<file path="src/rtl/async_crossing_pkg.sv">
// rtl/async_crossing_pkg.sv - shared types and defaults for the async crossing source
package async_crossing_pkg;

    typedef enum logic {
        IDLE     = 1'b0,
        WAIT_ACK = 1'b1
    } state_e;

    localparam int ASYNC_SYNC_DEPTH_DEFAULT = 3;
    localparam int ASYNC_TIMEOUT_DEFAULT    = 1024;

endpackage

</file>
<file path="src/rtl/async_ack_sync.sv">
// rtl/async_ack_sync.sv - plain flop-chain synchronizer for the two-phase ack toggle
module async_ack_sync
    import async_crossing_pkg::*;
#(
    parameter int SYNC_DEPTH = ASYNC_SYNC_DEPTH_DEFAULT
) (
    input  logic clock,
    input  logic reset,
    input  logic io_ack,
    output logic ack_s
);

    // Depths below two give no metastability protection, so clamp.
    localparam int DEPTH = (SYNC_DEPTH < 2) ? 2 : SYNC_DEPTH;

    logic [DEPTH-1:0] r_sync;

    always_ff @(posedge clock or negedge reset) begin
        if (!reset) begin
            r_sync <= '0;
        end else begin
            r_sync <= {r_sync[DEPTH-2:0], io_ack};
        end
    end

    assign ack_s = r_sync[DEPTH-1];

endmodule

</file>
<file path="src/rtl/async_crossing_source.sv">
// rtl/async_crossing_source.sv - two-phase bundled-data CDC launch side; ASYNC_CROSSING_SOURCE_TIMEOUT_EN adds a sticky ack timeout
module async_crossing_source
    import async_crossing_pkg::*;
#(
    parameter int WIDTH          = 2,
    parameter int SYNC_DEPTH     = ASYNC_SYNC_DEPTH_DEFAULT,
    parameter int TIMEOUT_CYCLES = ASYNC_TIMEOUT_DEFAULT
) (
    input  logic             clock,
    input  logic             reset,
    input  logic             io_enq_valid,
    output logic             io_enq_ready,
    input  logic [WIDTH-1:0] io_enq_bits,
    output logic             io_req,
    output logic [WIDTH-1:0] io_data,
    input  logic             io_ack
`ifdef ASYNC_CROSSING_SOURCE_TIMEOUT_EN
    ,
    output logic             io_timeout
`endif
);

    state_e           r_state;
    logic             r_req;
    logic [WIDTH-1:0] r_data;
    logic             r_ready;
    logic             w_ack_s;
    logic             w_fire;

    async_ack_sync #(
        .SYNC_DEPTH(SYNC_DEPTH)
    ) u_ack_sync (
        .clock (clock),
        .reset (reset),
        .io_ack(io_ack),
        .ack_s (w_ack_s)
    );

    assign w_fire = (r_state == IDLE) && io_enq_valid;

    // A mismatched ack while idle is a stale/spurious toggle and is not acted on.
    always_ff @(posedge clock or negedge reset) begin
        if (!reset) begin
            r_state <= IDLE;
            r_req   <= 1'b0;
            r_data  <= '0;
            r_ready <= 1'b1;
        end else begin
            case (r_state)
                IDLE: begin
                    if (io_enq_valid) begin
                        r_data  <= io_enq_bits;
                        r_req   <= ~r_req;
                        r_state <= WAIT_ACK;
                        r_ready <= 1'b0;
                    end
                end
                WAIT_ACK: begin
                    if (w_ack_s == r_req) begin
                        r_state <= IDLE;
                        r_ready <= 1'b1;
                    end
                end
            endcase
        end
    end

    assign io_enq_ready = r_ready;
    assign io_req       = r_req;
    assign io_data      = r_data;

`ifdef ASYNC_CROSSING_SOURCE_TIMEOUT_EN
    localparam int CNT_W = $clog2(TIMEOUT_CYCLES + 1);

    logic [CNT_W-1:0] r_wait_cnt;
    logic             r_timeout;

    // The flag rises on the same edge the count reaches the limit.
    always_ff @(posedge clock or negedge reset) begin
        if (!reset) begin
            r_wait_cnt <= '0;
            r_timeout  <= 1'b0;
        end else begin
            if (w_fire) begin
                r_wait_cnt <= '0;
            end else if ((r_state == WAIT_ACK) && (r_wait_cnt != CNT_W'(TIMEOUT_CYCLES))) begin
                r_wait_cnt <= r_wait_cnt + CNT_W'(1);
            end
            if ((r_state == WAIT_ACK) && (r_wait_cnt == CNT_W'(TIMEOUT_CYCLES - 1))) begin
                r_timeout <= 1'b1;
            end
        end
    end

    assign io_timeout = r_timeout;
`else
    localparam int unused_timeout_cycles = TIMEOUT_CYCLES;
    logic w_unused_fire;
    assign w_unused_fire = w_fire;
`endif

endmodule

</file>
<file path="config.mk">
export PLATFORM = sky130hd
export DESIGN_NAME = async_crossing_source
export DESIGN_NICKNAME = d
export VERILOG_FILES = /design/src/rtl/async_crossing_pkg.sv /design/src/rtl/async_ack_sync.sv /design/src/rtl/async_crossing_source.sv
export SDC_FILE = /design/constraint.sdc
export NUM_CORES = 1
export LEC_CHECK = 0
export BUFFER_PORTS_ARGS = -buffer_cell sky130_fd_sc_hd__buf_2
export CORE_AREA = 2 2 39 41
export CTS_CLUSTER_SIZE = 14
export DETAILED_ROUTE_END_ITERATION = 8
export DIE_AREA = 0 0 41 43
export PLACE_DENSITY = 0.48
export SLEW_MARGIN = 20
export SYNTH_ARGS = -nofsm -noshare
export SYNTH_HDL_FRONTEND = slang
export SYNTH_SLANG_ARGS = --single-unit
</file>
<file path="constraint.sdc">
create_clock -name clock -period 1.45 [get_ports clock]
set_input_delay 0.145 -clock clock [delete_from_list [all_inputs] [get_ports clock]]
set_output_delay 0.145 -clock clock [all_outputs]
set_load 0.01 [all_outputs]
</file>
* After elaboration in Yosys (flattened, before gate mapping)
Cells that the tools add are included.
Storage, ports and cells: flip-flop bits (word level) 8, input port bits 6, output and inout bits 4, word-level logic and storage cells 18
Operators by class: eq/ne operators 3, muxes and demuxes 6, bitwise gates (word level) 2, reductions and logical operators 2
Operators with widths (count):
- $mux 1 | 4
- $pmux 1 s2 | 2
- $reduce_and 2->1 | 2
- $ne 2x1->1 const B | 1
- $ne 2x2->1 const B | 1
- $not 1->1 | 2
- $eq 1x1->1 | 1

* Longest topological paths before layout
depth after elaboration 3, gate-level depth with buffers 2, gate-level depth less buffers 2

* Cells and area by module
From an unflattened synthesis, not the netlist that was laid out.
Second synthesis, totals: cell total of the unflattened synthesis 18, area total of the unflattened synthesis 292.8 um^2
Modules (own cells, without submodules):
- async_crossing_source | instances 1, cells an instance 15, area each 217.7 um^2, sequential area each 126.4 um^2
- async_ack_sync | instances 1, cells an instance 3, area each 75.1 um^2, sequential area each 75.1 um^2

* Worst setup path after synthesis
No wires, ideal clock.
kind reg-to-reg, from reg r_state, to reg r_data[0], in the netlist io_data[0], arrival time 0.870 ns, setup slack 0.455 ns, stages on the path, launching flop included 3, path buffers 0, clock period less this slack 0.995 ns, cell sequence dfrtp_1 > nor2b_4 > mux2_4
On the way: cells in the longest elaborated chain, start to end 2
RTL lines:
- from (decl) | RTL line async_crossing_source.sv:23 | state_e r_state;
- from (signal assigned) | RTL line async_crossing_source.sv:44 | r_state <= IDLE;
- from (signal assigned) | RTL line async_crossing_source.sv:54 | r_state <= WAIT_ACK;
- from (signal assigned) | RTL line async_crossing_source.sv:60 | r_state <= IDLE;
- $not 1->1 (no line)
- $reduce_and 2->1 (no line)
- to (signal assigned) | RTL line async_crossing_source.sv:52 | r_data <= io_enq_bits;
- to (decl) | RTL line async_crossing_source.sv:25 | logic [WIDTH-1:0] r_data;
Every way passes these cells. A chain may end at the register's enable or synchronous reset.

* Worst setup path after layout
from reg r_ready, in the netlist io_enq_ready, to out io_enq_ready
RTL lines:
- from (decl) | RTL line async_crossing_source.sv:26 | logic r_ready;
- from (signal assigned) | RTL line async_crossing_source.sv:47 | r_ready <= 1'b1;
- from (signal assigned) | RTL line async_crossing_source.sv:55 | r_ready <= 1'b0;
- from (signal assigned) | RTL line async_crossing_source.sv:61 | r_ready <= 1'b1;
- to (decl) | RTL line async_crossing_source.sv:12 | output logic io_enq_ready,
No word-level cell between the ends.

==> impl_metrics.yaml <==
run_status:
  status: "complete, no violations"
sta:
  period_minus_slack_ns: 1.05
  fmax_ghz: 0.953
  fin_tns_setup_ns: 0
  setup_viol: 0
  timing.final.crit_share: 0.724
  relSlewSlack: 0.876
  hold_viol: 0
  tightest_slew_ns: 0.185
  rsz0062_at_grt: "false"
  finalMaxSlewViolations: 0
  finalClockSkew_ns: 0.000669
cts:
  insertion_delay_ns: 0.25
  cts_tree: "built"
  ctsHoldBuffers: 2
  cts_buffers: 3
  cts-resized-gates: 0
  post-cts-setup-buffer-count: 0
  clk_pin_slew_worst_paths_ns: 0.06
  cts_sinks: 8
  cts_max_level: 1
  clk_path_buf_depth: 2
  root_buffer: "clkbuf_4"
placement:
  place_inst: 43
  io_buffers: 9
  gp_congestion: 0.659
drt:
  detailroute.via_count: 184
  ant_nets: 0
  drc: 0
  drt_iter0_markers: 0
  wl_per_cell_um: 10.1
  vias_per_cell: 3.76
  drt_wl_total_um: 496
  drt_first_pass_iters: 1
die:
  num_rows: 14
  die_w_um: 41
  fp.dieArea_um2: 1760
  pin_count: 10
  initial_core_util: 0.212
  coreArea_um2: 1380
  die_y_um: 43
cells_and_area:
  antenna_cells: 0
  syn_to_final_growth_pct: 38.0
  final-instance-count-excl-fill: 49
  drive_gt1_frac: 0.485
  layout.nets: 40
  fin_util: 0.292
logic_synthesis:
  synthSimpleGateAreaFrac: 0.103
  yosysWarnings: 0
  ys_seq_elements: 8
  syn_inst: 18
  synth_compound_area_frac: 0.0470
  synth_fa_ha_area_frac: 0
  synth_xor_area_frac: 0.0598
  ys_types: 11
  syn_nets: 24
  synth_top_family_by_area: "simple AND/OR/NAND/NOR gates"
  syn_area_um2: 293
  syn_area_per_cell_um2: 16.3
  seq_area_frac_synth: 0.688
  muxShareOfSynthArea: 0.103
worst_setup_path:
  cp.required_ns: 1.31
  cpLargestDelayFamily: "flip-flops"
  cp_slowest_stage_delay_ns: 0.53
  crit_chain: "buf_2"
  cp-end-kind: "output pin"
  cp_slowest_cell: "dfstp_2"
  cp-start-kind: "flip-flop"
  cp.arrival_ns: 0.90
  regToRegSetupSlack_ns: 0.41
  cp_num_buf_inv: 1
  crit_fanout: 3
  path_class: "reg2out"
hold_path:
  hold_path_class: "in2reg"
power:
  swShare: 0.304
  cellLeakagePower_nw: 0.191
  power_density_nw_per_um2: 1980
  combPwrFrac: 0.309
  p_int_w: 0.000556
  power_switching_w: 0.000243
  p_clk_frac: 0.228
  pwr-share-seq: 0.463
  peakVddDrop_mv: 0.567
grt:
  use_met1: 0.0870
  grt_use_met3: 0.0157
  grt_pass1_vias: 219
  met2_usage: 0.113
  grt_usage: 0.0752
  grt_first_pass_wirelength_um: 855
  grt_antenna_before_repair: 0
  grt_max_degree: 9
  grt_overflow_total: 0
  gr-max-usage-layer: "met2"
job:
  maxCapViolCount: 0
## metal layers
layer  share of wire  up-vias  routed length (um)
met5               0        -                   0
met4               0        0                   0
met3            0.10        0                  50
met2            0.43       10                 213
met1            0.47       86                 232
li1                -       88                   -
## cells in the final DEF (no fill, tap or decap)
cell and instances:
a211o_1 1, a21oi_1 1, and2_1 1, buf_2 9, clkbuf_1 1, clkbuf_4 3
dfrtp_1 7, dfstp_2 1, dlygate4sd3_1 2, mux2_4 2, nor2_1 1, nor2b_1 1
nor2b_4 1, xnor2_1 1, xor2_1 1
## flip-flops by register name, summed over array words and instances, names as in the netlist
name,count
io_enq_ready,1
r_state,1
io_req,1
u_ack_sync.r_sync,3
io_data,2
## power by group through the flow
| stage | clock network [W] | registers [W] | logic, W |
|---|---|---|---|
| final | 0.000182 | 0.000370 | 0.000247 |
| after global routing | 0.000206 | 0.000384 | 0.000279 |
| after CTS | 0.000189 | 0.000372 | 0.000253 |
| after detailed placement | 0 | 0.000372 | 0.000248 |
| after global placement | 0 | 0.000373 | 0.000242 |
| after floorplan | 0 | 0.000393 | 0.000135 |
## area by class of cell
cell class	instances	area (um^2)
clock buffer	4	26.3
timing repair buffer	11	65.1
fill	147	980
multi-input combinational	10	91.3
tap	16	20.0
sequential	8	201
## cell families after synthesis
logic type,count (synthesis)
DFF,8
and+or+nand+nor,4
AOI/OAI and AO/OA,2
xor gates and xnor gates,2
muxes,2
## metrics by stage
stage	total power (W)	worst slack [ns]	hold WS, ns	cell area [um^2]
2_1_floorplan	0.000528	0.455	-0.151	293
3_3_place_gp	0.000615	0.427	-0.00864	358
3_5_place_dp	0.000620	0.414	-0.000651	358
4_1_cts	0.000814	0.395	0.119	404
5_1_grt	0.000868	0.360	0.115	404
6_report	0.000800	0.401	0.128	404
## cell usage after synthesis
library cell,number,area share
dfrtp_1,7,0.60
mux2_4,2,0.10
a211o_1,1,0.030
a21oi_1,1,0.017
and2_1,1,0.021
dfstp_2,1,0.090
nor2_1,1,0.013
nor2b_1,1,0.021
nor2b_4,1,0.047
xnor2_1,1,0.030
xor2_1,1,0.030
## worst paths after layout
path	start	endpoint	cells past startpoint
setup / recovery	io_enq_ready$_DFFE_PN1P_	io_enq_ready	1
hold / removal	io_enq_bits[0]	io_data[0]$_DFFE_PN0P_	2
setup reg to reg	r_state$_DFF_PN0_	io_data[0]$_DFFE_PN0P_	2
hold reg to reg	u_ack_sync.r_sync[1]$_DFF_PN0_	u_ack_sync.r_sync[2]$_DFF_PN0_	0
max in group asynchronous	reset	io_enq_ready$_DFFE_PN1P_	2
min in group asynchronous	reset	r_state$_DFF_PN0_	2
(Power assumes the default switching activity.)
